==> src/rtl/board_scanner_pkg.sv <==
// Shared definitions for the board scanner: widths, piece/colour codes,
// scanner state encoding and the piece match rule.
package board_scanner_pkg;

  localparam int SQ_W    = 6;  // square index: [5:3] rank, [2:0] file
  localparam int PIECE_W = 6;  // bit 5 colour, [4:0] type
  localparam int CNT_W   = 7;  // emitted-piece count, 0..64
  localparam int NUM_SQ  = 64;

  localparam logic [SQ_W-1:0] LAST_SQ = 6'd63;

  typedef enum logic [4:0] {
    TYPE_EMPTY  = 5'b00000,
    TYPE_KNIGHT = 5'b00001,
    TYPE_PAWN   = 5'b00010,
    TYPE_KING   = 5'b00100,
    TYPE_BISHOP = 5'b01000,
    TYPE_ROOK   = 5'b10000,
    TYPE_QUEEN  = 5'b11000
  } piece_type_e;

  typedef enum logic {
    BLACK = 1'b0,
    WHITE = 1'b1
  } color_e;

  typedef enum logic [1:0] {
    ST_IDLE = 2'd0,
    ST_SCAN = 2'd1,
    ST_EMIT = 2'd2,
    ST_DONE = 2'd3
  } scan_state_e;

  // A square is emitted when it holds a piece of the engine's colour.
  // Type codes beyond "non-empty" are deliberately not validated here.
  function automatic logic piece_matches(input logic [PIECE_W-1:0] piece,
                                         input logic               color);
    return (piece[4:0] != TYPE_EMPTY) && (piece[5] == color);
  endfunction

endpackage

==> src/rtl/board_ram.sv <==
// 64x6 board register file: one synchronous write port, one asynchronous
// read port, synchronous reset of every square to EMPTY.
module board_ram
  import board_scanner_pkg::*;
(
  input  logic               clk,
  input  logic               rst,
  input  logic               wr_en,
  input  logic [SQ_W-1:0]    wr_addr,
  input  logic [PIECE_W-1:0] wr_data,
  input  logic [SQ_W-1:0]    rd_addr,
  output logic [PIECE_W-1:0] rd_data
);

  logic [PIECE_W-1:0] mem [NUM_SQ];

  // Board storage: clear on reset, otherwise accept one write per cycle.
  // NOTE: this array is reset explicitly because a reset must leave the board
  // empty; that forces flops rather than a RAM macro, which is fine at 64x6.
  always_ff @(posedge clk) begin
    if (rst) begin
      for (int i = 0; i < NUM_SQ; i++) begin
        mem[i] <= '0;
      end
    end else if (wr_en) begin
      mem[wr_addr] <= wr_data;
    end
  end

  // Combinational read so the scanner sees the square it is pointing at now.
  assign rd_data = mem[rd_addr];

endmodule

==> src/rtl/board_scanner.sv <==
// Board scanner: holds the board image and, on start, walks squares 0..63,
// handing every square owned by the engine's colour to the Transmitter over
// a valid/ready handshake, then pulses done.
module board_scanner
  import board_scanner_pkg::*;
(
  input  logic               clk,
  input  logic               rst,
  input  logic               wr_en,
  input  logic [SQ_W-1:0]    wr_addr,
  input  logic [PIECE_W-1:0] wr_data,
  input  logic               start,
  input  logic               color_in,
  input  logic               out_ready,
  output logic               out_valid,
  output logic [PIECE_W-1:0] piece_reg,
  output logic [SQ_W-1:0]    pos_reg,
  output logic               engine_color,
  output logic               busy,
  output logic               done,
  output logic [CNT_W-1:0]   piece_count
);

  scan_state_e        state, state_n;
  logic [SQ_W-1:0]    idx, idx_n;
  logic [PIECE_W-1:0] piece_n;
  logic [SQ_W-1:0]    pos_n;
  logic               color_n;
  logic [CNT_W-1:0]   count_n;
  logic [PIECE_W-1:0] rd_data;
  logic               ram_wr_en;

  // The board is only writable while no scan is in progress.
  assign ram_wr_en = wr_en && (state == ST_IDLE);

  board_ram u_board_ram (
    .clk     (clk),
    .rst     (rst),
    .wr_en   (ram_wr_en),
    .wr_addr (wr_addr),
    .wr_data (wr_data),
    .rd_addr (idx),
    .rd_data (rd_data)
  );

  // State and datapath registers; reset aborts any scan without a done pulse.
  // NOTE: registers use non-blocking assignments so every flop samples the
  // pre-edge values computed by the combinational block below.
  always_ff @(posedge clk) begin
    if (rst) begin
      state        <= ST_IDLE;
      idx          <= '0;
      piece_reg    <= '0;
      pos_reg      <= '0;
      engine_color <= 1'b0;
      piece_count  <= '0;
    end else begin
      state        <= state_n;
      idx          <= idx_n;
      piece_reg    <= piece_n;
      pos_reg      <= pos_n;
      engine_color <= color_n;
      piece_count  <= count_n;
    end
  end

  // Next-state and datapath updates for the IDLE/SCAN/EMIT/DONE walk.
  // NOTE: every next value defaults to its current register first, so no path
  // through the case leaves a variable unassigned and no latch is inferred.
  always_comb begin
    state_n = state;
    idx_n   = idx;
    piece_n = piece_reg;
    pos_n   = pos_reg;
    color_n = engine_color;
    count_n = piece_count;

    case (state)
      ST_IDLE: begin
        if (start) begin
          color_n = color_in;
          idx_n   = '0;
          count_n = '0;
          state_n = ST_SCAN;
        end
      end

      ST_SCAN: begin
        if (piece_matches(rd_data, engine_color)) begin
          piece_n = rd_data;
          pos_n   = idx;
          state_n = ST_EMIT;
        end else if (idx == LAST_SQ) begin
          state_n = ST_DONE;
        end else begin
          idx_n = idx + 1'b1;
        end
      end

      ST_EMIT: begin
        // Payload registers are untouched here, so they stay stable while
        // the Transmitter holds out_ready low.
        if (out_ready) begin
          count_n = piece_count + 1'b1;
          if (idx == LAST_SQ) begin
            state_n = ST_DONE;
          end else begin
            idx_n   = idx + 1'b1;
            state_n = ST_SCAN;
          end
        end
      end

      ST_DONE: begin
        state_n = ST_IDLE;
      end

      default: begin
        state_n = ST_IDLE;
      end
    endcase
  end

  // Handshake and status flags decode directly from the state register.
  assign out_valid = (state == ST_EMIT);
  assign busy      = (state != ST_IDLE);
  assign done      = (state == ST_DONE);

endmodule

==> config.mk <==
export PLATFORM = sky130hd
export DESIGN_NAME = board_scanner
export DESIGN_NICKNAME = d
export VERILOG_FILES = /design/src/rtl/board_scanner_pkg.sv /design/src/rtl/board_ram.sv /design/src/rtl/board_scanner.sv
export SDC_FILE = /design/constraint.sdc
export NUM_CORES = 1
export LEC_CHECK = 0
export ABC_AREA = 1
export BUFFER_PORTS_ARGS = -buffer_cell sky130_fd_sc_hd__clkbuf_2
export CELL_PAD_IN_SITES_DETAIL_PLACEMENT = 0
export CELL_PAD_IN_SITES_GLOBAL_PLACEMENT = 1
export CORE_UTILIZATION = 30
export DETAILED_ROUTE_END_ITERATION = 6
export HOLD_SLACK_MARGIN = 0.1
export PLACE_DENSITY_LB_ADDON = 0.1
export SKIP_LAST_GASP = 1
export SYNTH_ARGS = -nofsm -noshare
export SYNTH_HDL_FRONTEND = slang
export SYNTH_SLANG_ARGS = --single-unit
==> constraint.sdc <==
create_clock -name clk -period 5.2 [get_ports clk]
set_input_delay 0.26 -clock clk [delete_from_list [all_inputs] [get_ports clk]]
set_output_delay 0.26 -clock clk [all_outputs]
set_load 0.01 [all_outputs]
# Yosys cells after proc, flatten, opt, wreduce, memory -nomap -nowiden
# Memory sizes are Yosys's and may differ from the RTL's. A register that Yosys moved wholly into a read port is not among the register bits.
# Index checks and enable logic that the tools add are counted.
# totals
ff_bits	28
ram_bits	384
input_bits	18
output_inout_bits	23
word_cells	55
mem_count	1
# classes
addsub	2
eq_ne	9
mux	24
n_reduce_logical	13
# memory_table
memory	words	width	rd	rd_clocked_by_memory_dff	wr	line_no	source
u_board_ram.mem	64	6	1	1	64	board_ram.sv:15	logic [PIECE_W-1:0] mem [NUM_SQ];
# op_table
cell	count
$mux W6	8
$pmux W6 S3	1
$mux W7	2
$pmux W7 S2	1
$mux W2	5
$pmux W2 S4	1
$add A7 B1 Y7 const B	1
$add A6 B1 Y6 const B	1
$eq A6 B6 Y1 const B	1
$mux W1	6
$ne A2 B2 Y1 const B	3
$reduce_and A3 Y1	2
$reduce_or A6 Y1	1
$reduce_bool A5 Y1	1
$eq A2 B2 Y1 const B	2
$reduce_and A2 Y1	2
$reduce_and A4 Y1	1
$reduce_bool A2 Y1	2
$ne A3 B3 Y1 const B	1
$reduce_bool A3 Y1	1
$eq A2 B1 Y1 const B	1
$logic_and A1 B1 Y1	2
$logic_not A2 Y1	1
$eq A1 B1 Y1	1

# Longest topological paths before layout
# Gate-level depths: netlist of run 1.
# logic_depth
ltp_word	7
mapped_depth	20
mapped_depth_nobuf	18

# Hierarchy
# A second synthesis of run 1 with hierarchy kept.
# hier_totals
cells_unflattened	2090
hier_area_um2	19239.7
# by_module_without_submodules
mod	n_inst	cells_each	area_per_inst_um2	seq_area_each_um2
board_ram	1	1877	17712.0	11531.1
board_scanner	1	213	1527.7	560.5

# Worst setup path before layout of run 1
# OpenSTA, ideal clock, no wires.
# synth_path
path_kind	reg2reg
from	register state[1]
to	memory u_board_ram.mem[0][0] (enable)
setup_time_ns	0.319
t_arrival_ns	1.996
required_time_ns	4.881
slack_ns	2.885
path_stages_with_launch	7
n_path_buf	0
synth_period_minus_slack_ns	2.315
cell_sequence	dfxtp_1 -> inv_1 -> ha_1 -> nand3_1 -> nor4_1 -> nand2_1 -> nand2_1
# synth_lines
element	line_no	source
from (decl)	board_scanner.sv:24	scan_state_e state, state_n;
from (signal assigned)	board_scanner.sv:58	state <= state_n;
to (decl)	board_ram.sv:15	

==> out/qor.tcl, run 1 <==
set qor(clock_latency_ps) 580
set qor(critical_path.top_delay_family) {buffers and inverters}
set qor(vias) 14284
set qor(skew_ps) 15.0
set qor(drv_cap) 0
set qor(placement_rows) 92
set qor(fin_cells) 2934
set qor(io_pins) 41
set qor(clockBufferDepth) 3
set qor(wl_per_cell_um) 20.9
set qor(post_synthesis_cell_type_count) 27
set qor(detailed_router_s_first_iteration_violation_count) 983
set qor(dp_hpwl_mm) 37.0
set qor(critical-path-slowest-cell) {clkinv_1}
set qor(finish.net_count) 2077
set qor(largest_register_ff_count) 384
set qor(timing.critical_path.from_type) {register}
set qor(worstMarginPinSlew_ps) 1280
set qor(post_synth_instance_area_um2) 19100
set qor(drcViolationCount) 1
set qor(total_leakage_power_nw) 8.55
set qor(first_drt_pass_iteration_count) 7
set qor(max-slew-margin-rel_pct) 14.3
set qor(clkSinkCount) 418
set qor(worst-endpoint-required_ps) 5650
set qor(report.final.slew_viol_count) 0
set qor(finalWeightedCongestion) 0.784
set qor(fill_cells) 6575
set qor(fp.dieArea_um2) 64700
set qor(clock_pin_transition_on_the_worst_setup_and_hold_timing_paths_ps) 60
set qor(vias_in_the_first_global_route) 14043
set qor(setup_viol_count_final) 0
set qor(detailed_route_vias_per_instance) 4.87
set qor(pwr_density_cell_nw_per_um2) 452
set qor(synth.yosys.seq_area_share_pct) 63.9
set qor(synth_area_per_cell_um2) 9.28
set qor(dp_cells) 2843
set qor(max_stage_delay_ps) 960
set qor(root_buffer_cell) {clkbuf_16}
set qor(synth_cells) 2059
set qor(layout_top_registers) {u_board_ram.mem: 384 flops, piece_count: 7 flops}
set qor(yosys_warnings) 0
set qor(criticalPathCategory) {register to register}
set qor(grt_usage_pct) 19.3
set qor(share_of_the_clock_period_used_by_the_worst_path_pct) 70.9
set qor(vdd.ir_drop.worst_mv) 0.302
set qor(synth_enable_flop_cells) 384
set qor(grt_max_degree) 192
set qor(grt_overflow_total) 0
set qor(core_um2) 63000
set qor(min-delay-path-class) {input pin to register}
set qor(cts_tree) {built}
set qor(grt_setup_unrepaired) {no}
set qor(outcome) {complete, but fails checks}
set qor(end_kind) {register}
set qor(cts_inserted_buffers) 49
set qor(violations) {DRC}
set qor(drive_above_1_share_pct) 7.90
set qor(post_route_hold_slack_ps) 206
set qor(register_bank_with_the_most_flops) {u_board_ram.mem}
set qor(multi_input_area_um2) 6220
set qor(totalNegativeSetupSlack_ps) 0
set qor(async_flop_share_pct) 0
set qor(register_area_um2) 12200
set qor(fmaxAchievable_mhz) 271
set qor(chipHeight_um) 254
set qor(final_antenna_violating_net_count) 0
set qor(initial_core_util_pct) 30.4
set qor(worst-endpoint-arrival_ps) 4140
set qor(final_hold_fails) 0
set qor(cts-htree-levels) 2
set qor(cp_num_buf_inv) 2
set qor(grt_first_pass_wirelength_mm) 91.0
set qor(antenna-diode-count) 0
set qor(critPathMaxFanout) 26
set qor(crit_path_cell_trace) {clkinv_1, buf_4, nand3_1, nand2_1, nand2_1, nand3_1, nand3_1, nand2_1, nor2_1, nand3_2, nand3_4, nand2_2, o21ai_0, nor2_1}
set qor(postSynthNetCount) 2084
set qor(ys_dominant_reg_cell) {edfxtp_1}
set qor(period_minus_slack_ps) 3690
set qor(portBuffers) 40
set qor(count_of_state_elements_after_synthesis) 418
set qor(antenna_found_initial) 1
set qor(area.growth.synth_to_final_pct) 13.7
set qor(totalWireLength_mm) 61.4
set qor(chipWidth_um) 254
final cells by class:
cell class                      count  share of cell area, %
Clock buffer                       58                   5.80
Clock inverter                     29                   1.56
Inverter                           39                  0.708
Multi-Input combinational cell   1476                   28.6
Sequential cell                   418                   56.2
Tap cell                          846                   4.87
Timing Repair Buffer               68                   2.17
cells in the mapped netlist (2+ instances only):
master / n / area, um2
inv_1: 27 / 101
buf_2: 47 / 235
edfxtp_1: 384 / 11500
nor3_1: 11 / 55.1
nor3b_1: 3 / 22.5
nand2_1: 649 / 2440
a21oi_1: 24 / 120
ha_1: 7 / 87.6
o21ai_0: 18 / 90.1
nor4_1: 4 / 25.0
a31oi_1: 2 / 12.5
and3_1: 2 / 12.5
buf_1: 7 / 26.3
clkbuf_1: 55 / 206
inv_2: 11 / 41.3
or2_2: 3 / 18.8
nor2_1: 413 / 1550
nand3_1: 334 / 1670
dfxtp_1: 34 / 681
buf_4: 17 / 128
where the power goes:
group	internal [mW]	switching, mW
registers	3.85	0.115
logic	0.603	1.73
clock network	2.11	1.41
total	6.57	3.26
placed cells by master (no fill, tap or decap), drive strengths merged:
cell and instances:
or2 3, nor4 4, edfxtp 384, a311oi 1, clkbuf 98, a31oi 2, nor3 11, bufinv 8
clkinv 22, a21oi 24, dfxtp 34, nand3 336, nor2 413, inv 36, o21bai 1, buf 24
and3 2, dlygate4sd3 4, ha 7, o21ai 19, clkinvlp 2, nor3b 3, nand2 650
routing by layer:
| metal | share of wire, % | vias up | track usage, % | wire [um] |
|---|---|---|---|---|
| met5 | 0.020 | - | 0 | 12 |
| met1 | 46 | 6998 | 26.0 | 28200 |
| met3 | 4.4 | 96 | 2.96 | 2680 |
| met2 | 47 | 300 | 31.4 | 28800 |
| li1 | - | 6888 | - | - |
| met4 | 2.8 | 2 | 6.45 | 1730 |
through the flow:
step                      power (mW)  cell area [um2]  worst slack, ps  utilization [%]
after CTS                       9.95            21700             1510             34.5
after global placement          6.40            20100             1590             31.9
after global routing            10.3            21700             1260             34.5
final                           9.82            21700             1510             34.5
after floorplan                 5.53            19100             2890                -
after detailed placement        6.39            20100             1520             31.9
final timing paths:
check | depth (start not counted) | slack (ps) | endpoint | start
worst max-delay path | 14 | 1510 | register | register
worst min-delay path | 3 | 210 | u_board_ram.mem[55][5]$_SDFFCE_PN0P_ | wr_data[5]
worst max register to register | 14 | 1510 | register | register
worst min register to register | 2 | 470 | piece_reg[4]$_SDFFE_PP0P_ | piece_reg[4]$_SDFFE_PP0P_
worst reg2reg max path: cells and delay by family, from the launching register on:
family / cells / cell delay [ps]
buf+inv: 2 / 1570
flops: 1 / 330
simple gates: 11 / 1430
compound gates: 1 / 220
what timing repair did:
action / CTS / global route
setup endpoints to repair: 0 / 0
endpoints found under the hold margin: 11 / 0
buffers inserted: 0 / 0
resized for setup: 0 / 0
hold buffers: 4 / 0
cell families (layout without fill, tap and decap cells):
kind of cell	count (synthesis)	after routing	synth area share, %
AO/OA/AOI/OAI	47	47	1.28
buffers and inverters	165	194	3.88
AND/OR/NAND/NOR	1422	1422	30.5
flip-flops	418	418	63.9
adder cells (fa/ha/maj)	7	7	0.458
No activity file was read; power rests on OpenSTA's default activity.
==> inputs of run 2 (changes only) <==
==> constraint.sdc (replaced) <==
create_clock -name clk -period 3.7 [get_ports clk]
set_input_delay 0.185 -clock clk [delete_from_list [all_inputs] [get_ports clk]]
set_output_delay 0.185 -clock clk [all_outputs]
set_load 0.01 [all_outputs]
==> run 2 against run 1 <==
The run still ends with DRC left. Die area stayed put. Hold slack worse by 3.7 ps. Sequential power is 41% higher. Clock-buffer cell count is 12 higher. Setup slack worse by 900 ps. Sequential cell count stayed put. Non-clock buffer count is 16 higher. Highest routed layer is now met4.
==> out/qor.tcl, run 2 (same netlist as run 1, synthesis figures left out) <==
set qor(outcome) {complete, but fails checks}
set qor(violations) {DRC}
set qor(grt_first_pass_wirelength_mm) 92.9 ;# +2.1%
set qor(min_delay_path_depth) 7 ;# +4
set qor(cts-resized-gates) 0 ;# unchanged
set qor(register_bank_with_the_most_flops) {u_board_ram.mem}
set qor(drv_cap) 0 ;# unchanged
set qor(largest_register_ff_count) 384 ;# unchanged
set qor(final_antenna_violating_net_count) 0 ;# unchanged
set qor(final_cell_mix) {649 x nand2_1, 413 x nor2_1, 384 x edfxtp_1}
set qor(finalWeightedCongestion) 0.773 ;# -1.4%
set qor(area.growth.synth_to_final_pct) 14.6
set qor(report.final.slew_viol_count) 0 ;# unchanged
set qor(placement_rows) 92 ;# unchanged
set qor(first_drt_pass_iteration_count) 7 ;# unchanged
set qor(timing.critical_path.depth) 16 ;# +2
set qor(worst-endpoint-required_ps) 4170 ;# -1480 ps
set qor(clock_latency_ps) 600 ;# +20 ps
set qor(post_route_hold_slack_ps) 202 ;# -3.67 ps
set qor(critical-path-slowest-cell) {dfxtp_4}
set qor(share_of_the_clock_period_used_by_the_worst_path_pct) 83.3 ;# +12 points
set qor(worstMarginPinSlew_ps) 990 ;# -288 ps
set qor(vias_in_the_first_global_route) 14277 ;# +1.7%
set qor(detailed_router_s_first_iteration_violation_count) 971 ;# -1.2%
set qor(max_stage_delay_ps) 580 ;# -380 ps
set qor(vias) 14424 ;# +0.98%
set qor(criticalPathCategory) {register to register}
set qor(clkSinkCount) 418 ;# unchanged
set qor(drcViolationCount) 1 ;# unchanged
set qor(clock_pin_transition_on_the_worst_setup_and_hold_timing_paths_ps) 50 ;# about the same
set qor(chipWidth_um) 254 ;# unchanged
set qor(postCtsSetupBuffers) 0 ;# unchanged
set qor(final_common_cell) {nand2_1}
set qor(core_um2) 63000 ;# unchanged
set qor(final_util_pct) 34.8 ;# +0.29 points
set qor(root_buffer_cell) {clkbuf_16}
set qor(end_kind) {register}
set qor(min-delay-path-class) {input pin to register}
set qor(grt_setup_unrepaired) {no}
set qor(register_area_um2) 12200 ;# unchanged
set qor(drive_above_1_share_pct) 8.58 ;# +0.68 points
set qor(antenna_found_initial) 0 ;# -1
set qor(total_leakage_power_nw) 8.66 ;# +1.2%
set qor(crit_path_cell_trace) {clkinv_2, buf_4, nand3_1, nand3_1, nand2_1, nand2_1, nand3_1, nand3_1, nand2_1, nand2_1, nand2_1, inv_2, nand3_4, nand2_2, o21ai_0, nor2_1}
set qor(critical_path.top_delay_family) {simple AND/OR/NAND/NOR gates}
set qor(skew_ps) 17.2 ;# +2.22 ps
set qor(dp_hpwl_mm) 39.2 ;# +5.8%
set qor(dpl-instance-area_um2) 20300 ;# +0.86%
set qor(finish.net_count) 2094 ;# +0.82%
set qor(portBuffers) 40 ;# unchanged
set qor(layout.cell_area.non_filler_um2) 21900 ;# +0.83%
set qor(final_hold_fails) 0 ;# unchanged
set qor(setup_viol_count_final) 0 ;# unchanged
set qor(chipHeight_um) 254 ;# unchanged
set qor(initial_core_util_pct) 30.4 ;# unchanged
set qor(timing.critical_path.from_type) {register}
set qor(worst-endpoint-arrival_ps) 3550 ;# -590 ps
set qor(cpMostUsedCell) {nand2_1}
set qor(vdd.ir_drop.worst_mv) 0.298 ;# -1.4%
set qor(multi_input_area_um2) 6200 ;# -0.36%
set qor(cts_inserted_buffers) 50 ;# +2.0%
set qor(detailed_route_vias_per_instance) 4.88 ;# +0.23%
set qor(totalNegativeSetupSlack_ps) 0 ;# unchanged
set qor(power_mw) 13.8 ;# +41%
set qor(hold_buffer_count_at_cts) 4 ;# unchanged
set qor(grt_overflow_total) 0 ;# unchanged
set qor(max-slew-margin-rel_pct) 33.7 ;# +19 points
set qor(wl_per_cell_um) 21.3 ;# +1.8%
set qor(fill_cells) 6586 ;# +0.17%
set qor(fp.dieArea_um2) 64700 ;# unchanged
set qor(io_pins) 41 ;# unchanged
set qor(pwr_density_cell_nw_per_um2) 630 ;# +39%
set qor(fmaxAchievable_mhz) 325 ;# +20%
set qor(r2r_depth) 16 ;# +2
set qor(layout_top_registers) {u_board_ram.mem: 384 flops, piece_count: 7 flops}
set qor(grt_usage_pct) 19.6 ;# +0.37 points
set qor(cts-htree-levels) 2 ;# unchanged
set qor(antenna-diode-count) 0 ;# unchanged
set qor(critPathMaxFanout) 25 ;# -3.8%
set qor(cp_num_buf_inv) 3 ;# +1
set qor(grt_max_degree) 98 ;# -49%
set qor(cts_tree) {built}
set qor(period_minus_slack_ps) 3080 ;# -604 ps
set qor(clockBufferDepth) 3 ;# unchanged
set qor(totalWireLength_mm) 63.0 ;# +2.6%
## run 2: cell count changes in the layout (fill, tap and decap cells not counted), moves of 3 or more
cell / previous run / this run
buf_4: 20 / 30
buf_12: 4 / 10
bufinv_16: 8 / 3
clkbuf_16: 49 / 53
clkbuf_1: 9 / 12
clkbuf_4: 0 / 3
## run 2: cell type report
| type | instances | share of cell area, % |
|---|---|---|
| flip-flops and latches | 418 | 55.8 |
| inverters | 39 | 0.702 |
| well taps | 846 | 4.83 |
| repair buffers | 84 | 3.04 |
| multi-input cells | 1476 | 28.3 |
| clock buffers | 70 | 6.49 |
| clock inverters | 23 | 0.845 |
## run 2: routing by layer
layer	vias up	track usage, %	wire length [um]
li1	6929	-	-
met1	7135	26.2	28600
met2	284	33.6	30700
met3	76	2.32	2350
met4	0	5.04	1220
met5	-	0	0
## run 2: power by group
part	leakage [nW]	internal [mW]	switching (mW)
sequential	4.25	5.41	0.180
combinational	3.62	0.882	2.45
clock	0.788	2.88	2.01
total	8.66	9.17	4.64
## run 2: metrics by stage
stage               std cells  worst slack (ps)
finish                   2956               619
CTS                      2956               648
global route             2956               392
detailed placement       2859               666
floorplan                2059              1390
global placement         2859               676
## run 2: worst min-delay path: cells and delay by family
| kind | cells | cell delay, ps |
|---|---|---|
| and+or+nand+nor | 4 | 290 |
| buffers and inverters | 2 | 220 |
| AOI/OAI and AO/OA | 1 | 50 |
## run 2: final timing paths
check / start / to / slack [ps]
setup reg to reg: register / idx[4]$_SDFFE_PP0N_ / 620
hold / removal: out_ready / state[0]$_SDFFE_PP0P_ / 200
hold reg to reg: pos_reg[4]$_SDFFE_PP0P_ / pos_reg[4]$_SDFFE_PP0P_ / 480
setup / recovery: register / idx[4]$_SDFFE_PP0N_ / 620
==> inputs of run 3 (changes only) <==
==> constraint.sdc (replaced) <==
create_clock -name clk -period 2.7 [get_ports clk]
set_input_delay 0.135 -clock clk [delete_from_list [all_inputs] [get_ports clk]]
set_output_delay 0.135 -clock clk [all_outputs]
set_load 0.01 [all_outputs]
==> run 3 against run 2 <==
The run now ends clean. Critical path depth grew 2. Critical endpoint is now state[1]$_SDFFE_PP0P_. Cell count grew 2.3%. Register-to-register slack lost 500 ps. Core utilization grew 1.6 points. Non-clock buffer count grew 71. Die area is the same. Clock skew is essentially flat. Final area grew 4.6%. Hold slack lost 47 ps. First-iteration DRC count shrank 3.3%. Clock-buffer cell count shrank 16.
==> out/qor.tcl, run 3 (same netlist as run 1, synthesis figures left out) <==
set qor(max-slew-margin-rel_pct) 61.8 ;# +28 points
set qor(worst-endpoint-required_ps) 3210 ;# -960 ps
set qor(max_stage_delay_ps) 470 ;# -110 ps
set qor(cp_num_buf_inv) 3 ;# unchanged
set qor(antenna-diode-count) 0 ;# unchanged
set qor(placement_rows) 92 ;# unchanged
set qor(final_antenna_violating_net_count) 0 ;# unchanged
set qor(clock_pin_transition_on_the_worst_setup_and_hold_timing_paths_ps) 60 ;# about the same
set qor(worstMarginPinSlew_ps) 572 ;# -418 ps
set qor(drv_cap) 0 ;# unchanged
set qor(crit_path_cell_trace) {clkinv_8, buf_16, nand2_1, nand3_1, nand3_1, nand2_1, nand2_1, nand3_2, nand3_1, nand2_1, nor2_2, nand3_2, buf_4, nand2_2, nand3_2, nand2_1, nand2_1, a21oi_1}
set qor(outcome) {complete, no violations}
set qor(criticalPathCategory) {register to register}
set qor(grt_max_degree) 79 ;# -19%
set qor(grt_usage_pct) 19.9 ;# +0.26 points
set qor(fmaxAchievable_mhz) 387 ;# +19%
set qor(final_cell_mix) {643 x nand2_1, 411 x nor2_1, 384 x edfxtp_1}
set qor(cts_inserted_buffers) 48 ;# -4.0%
set qor(drive_above_1_share_pct) 12.1 ;# +3.5 points
set qor(setup_viol_count_final) 0 ;# unchanged
set qor(root_buffer_cell) {clkbuf_16}
set qor(final_hold_fails) 0 ;# unchanged
set qor(cts_tree) {built}
set qor(layout.cell_area.non_filler_um2) 22900 ;# +4.6%
set qor(worst-r2r-setup-slack_ps) 120 ;# -500 ps
set qor(grt_first_pass_wirelength_mm) 94.0 ;# +1.2%
set qor(portBuffers) 40 ;# unchanged
set qor(wl_per_cell_um) 22.0 ;# +3.1%
set qor(min-delay-path-class) {input pin to register}
set qor(worst-endpoint-arrival_ps) 3090 ;# -460 ps
set qor(largest_register_ff_count) 384 ;# unchanged
set qor(finalWeightedCongestion) 0.792 ;# +2.4%
set qor(io_pins) 41 ;# unchanged
set qor(detailed_router_s_first_iteration_violation_count) 939 ;# -3.3%
set qor(period_minus_slack_ps) 2580 ;# -499 ps
set qor(post_route_hold_slack_ps) 155 ;# -46.6 ps
set qor(totalNegativeSetupSlack_ps) 0 ;# unchanged
set qor(totalWireLength_mm) 66.4 ;# +5.5%
set qor(layout_top_registers) {u_board_ram.mem: 384 flops, piece_count: 7 flops}
set qor(drcViolationCount) 0 ;# -1
set qor(skew_ps) 17.6 ;# +0.340 ps
set qor(pre_cts_ws_ps) 17.4 ;# -648 ps
set qor(clock_latency_ps) 590 ;# about the same
set qor(finish.net_count) 2164 ;# +3.3%
set qor(core_um2) 63000 ;# unchanged
set qor(critical-path-slowest-cell) {dfxtp_4}
set qor(timing.critical_path.from_type) {register}
set qor(clockBufferDepth) 3 ;# unchanged
set qor(area.growth.synth_to_final_pct) 19.9
set qor(vias) 14787 ;# +2.5%
set qor(cts-htree-levels) 2 ;# unchanged
set qor(cpMostUsedCell) {nand2_1}
set qor(share_of_the_clock_period_used_by_the_worst_path_pct) 95.6 ;# +12 points
set qor(report.final.slew_viol_count) 0 ;# unchanged
set qor(fin_cells) 3024 ;# +2.3%
set qor(fp.dieArea_um2) 64700 ;# unchanged
set qor(first_drt_pass_iteration_count) 5 ;# -2
set qor(chipHeight_um) 254 ;# unchanged
set qor(grt_overflow_total) 0 ;# unchanged
set qor(end_kind) {register}
set qor(register_bank_with_the_most_flops) {u_board_ram.mem}
set qor(dp_cells) 2910 ;# +1.8%
set qor(pwr_density_cell_nw_per_um2) 874 ;# +39%
set qor(antenna_found_initial) 1 ;# +1
set qor(critical_path.top_delay_family) {simple AND/OR/NAND/NOR gates}
set qor(total_leakage_power_nw) 9.19 ;# +6.1%
set qor(critPathMaxFanout) 27 ;# +8.0%
set qor(final_common_cell) {nand2_1}
set qor(power_mw) 20.0 ;# +45%
set qor(final_util_pct) 36.4 ;# +1.6 points
set qor(setup_slack_ps) 118 ;# -501 ps
set qor(dp_hpwl_mm) 40.0 ;# +2.1%
set qor(vdd.ir_drop.worst_mv) 0.429 ;# +44%
set qor(chipWidth_um) 254 ;# unchanged
set qor(dpl-instance-area_um2) 20800 ;# +2.6%
set qor(detailed_route_vias_per_instance) 4.89 ;# +0.21%
set qor(fill_cells) 6446 ;# -2.1%
set qor(clkSinkCount) 418 ;# unchanged
set qor(vias_in_the_first_global_route) 14429 ;# +1.1%
set qor(initial_core_util_pct) 30.4 ;# unchanged
==> run 3: cell count changes in the layout (fill, tap and decap cells not counted), sizes merged <==
| cell | before | now |
|---|---|---|
| buf | 40 | 98 |
| bufinv | 3 | 7 |
| inv | 37 | 38 |
| clkbuf | 110 | 101 |
| bufbuf | 0 | 2 |
| dlygate4sd3 | 4 | 8 |
| clkinv | 20 | 28 |
==> run 3: area by class of cell <==
type / count / area [um2] / area share (%)
Clock buffer: 54 / 1240 / 5.43
Tap cell: 846 / 1060 / 4.62
Timing Repair inverter: 1 / 8.76 / 0.0382
Inverter: 39 / 170 / 0.742
Sequential cell: 418 / 12200 / 53.3
Clock inverter: 35 / 355 / 1.55
Multi-Input combinational cell: 1476 / 6250 / 27.3
Timing Repair Buffer: 155 / 1610 / 7.02
==> run 3: worst register-to-register path: cells and delay by family (launching register included) <==
kind / cells / cell delay, ps
DFF: 1 / 470
AOI/OAI and AO/OA: 1 / 120
and+or+nand+nor: 14 / 1440
buffers and inverters: 3 / 470
==> run 3: path summary, 6_finish.rpt <==
path,start,endpoint,cells after the start
worst min register to register,piece_reg[4]$_SDFFE_PP0P_,piece_reg[4]$_SDFFE_PP0P_,2
worst min-delay path,start,piece_count[4]$_SDFFE_PP0P_,5
worst max register to register,register,state[1]$_SDFFE_PP0P_,18
worst max-delay path,register,state[1]$_SDFFE_PP0P_,18
==> run 3: where the power goes <==
| part | switching, mW | internal, mW |
|---|---|---|
| combinational | 3.77 | 1.91 |
| clock | 2.74 | 3.98 |
| sequential | 0.228 | 7.41 |
==> run 3: repair_timing <==
action | 4_1_cts | 5_1_grt
endpoints found under the hold margin | 50 | 0
hold buffers | 8 | 0
endpoints found under the setup margin | 1 | 18
resized for setup | 3 | 30
buffers inserted | 0 | 5
gates cloned | 2 | 10
==> run 3: metal layers <==
layer  track usage, %  part of all wire [%]  vias up
met5                0                 0.018        -
li1                 -                     -     7064
met2             33.9                    49      290
met1             26.8                    46     7364
met3             2.53                   4.0       67
met4             4.49                   1.6        2
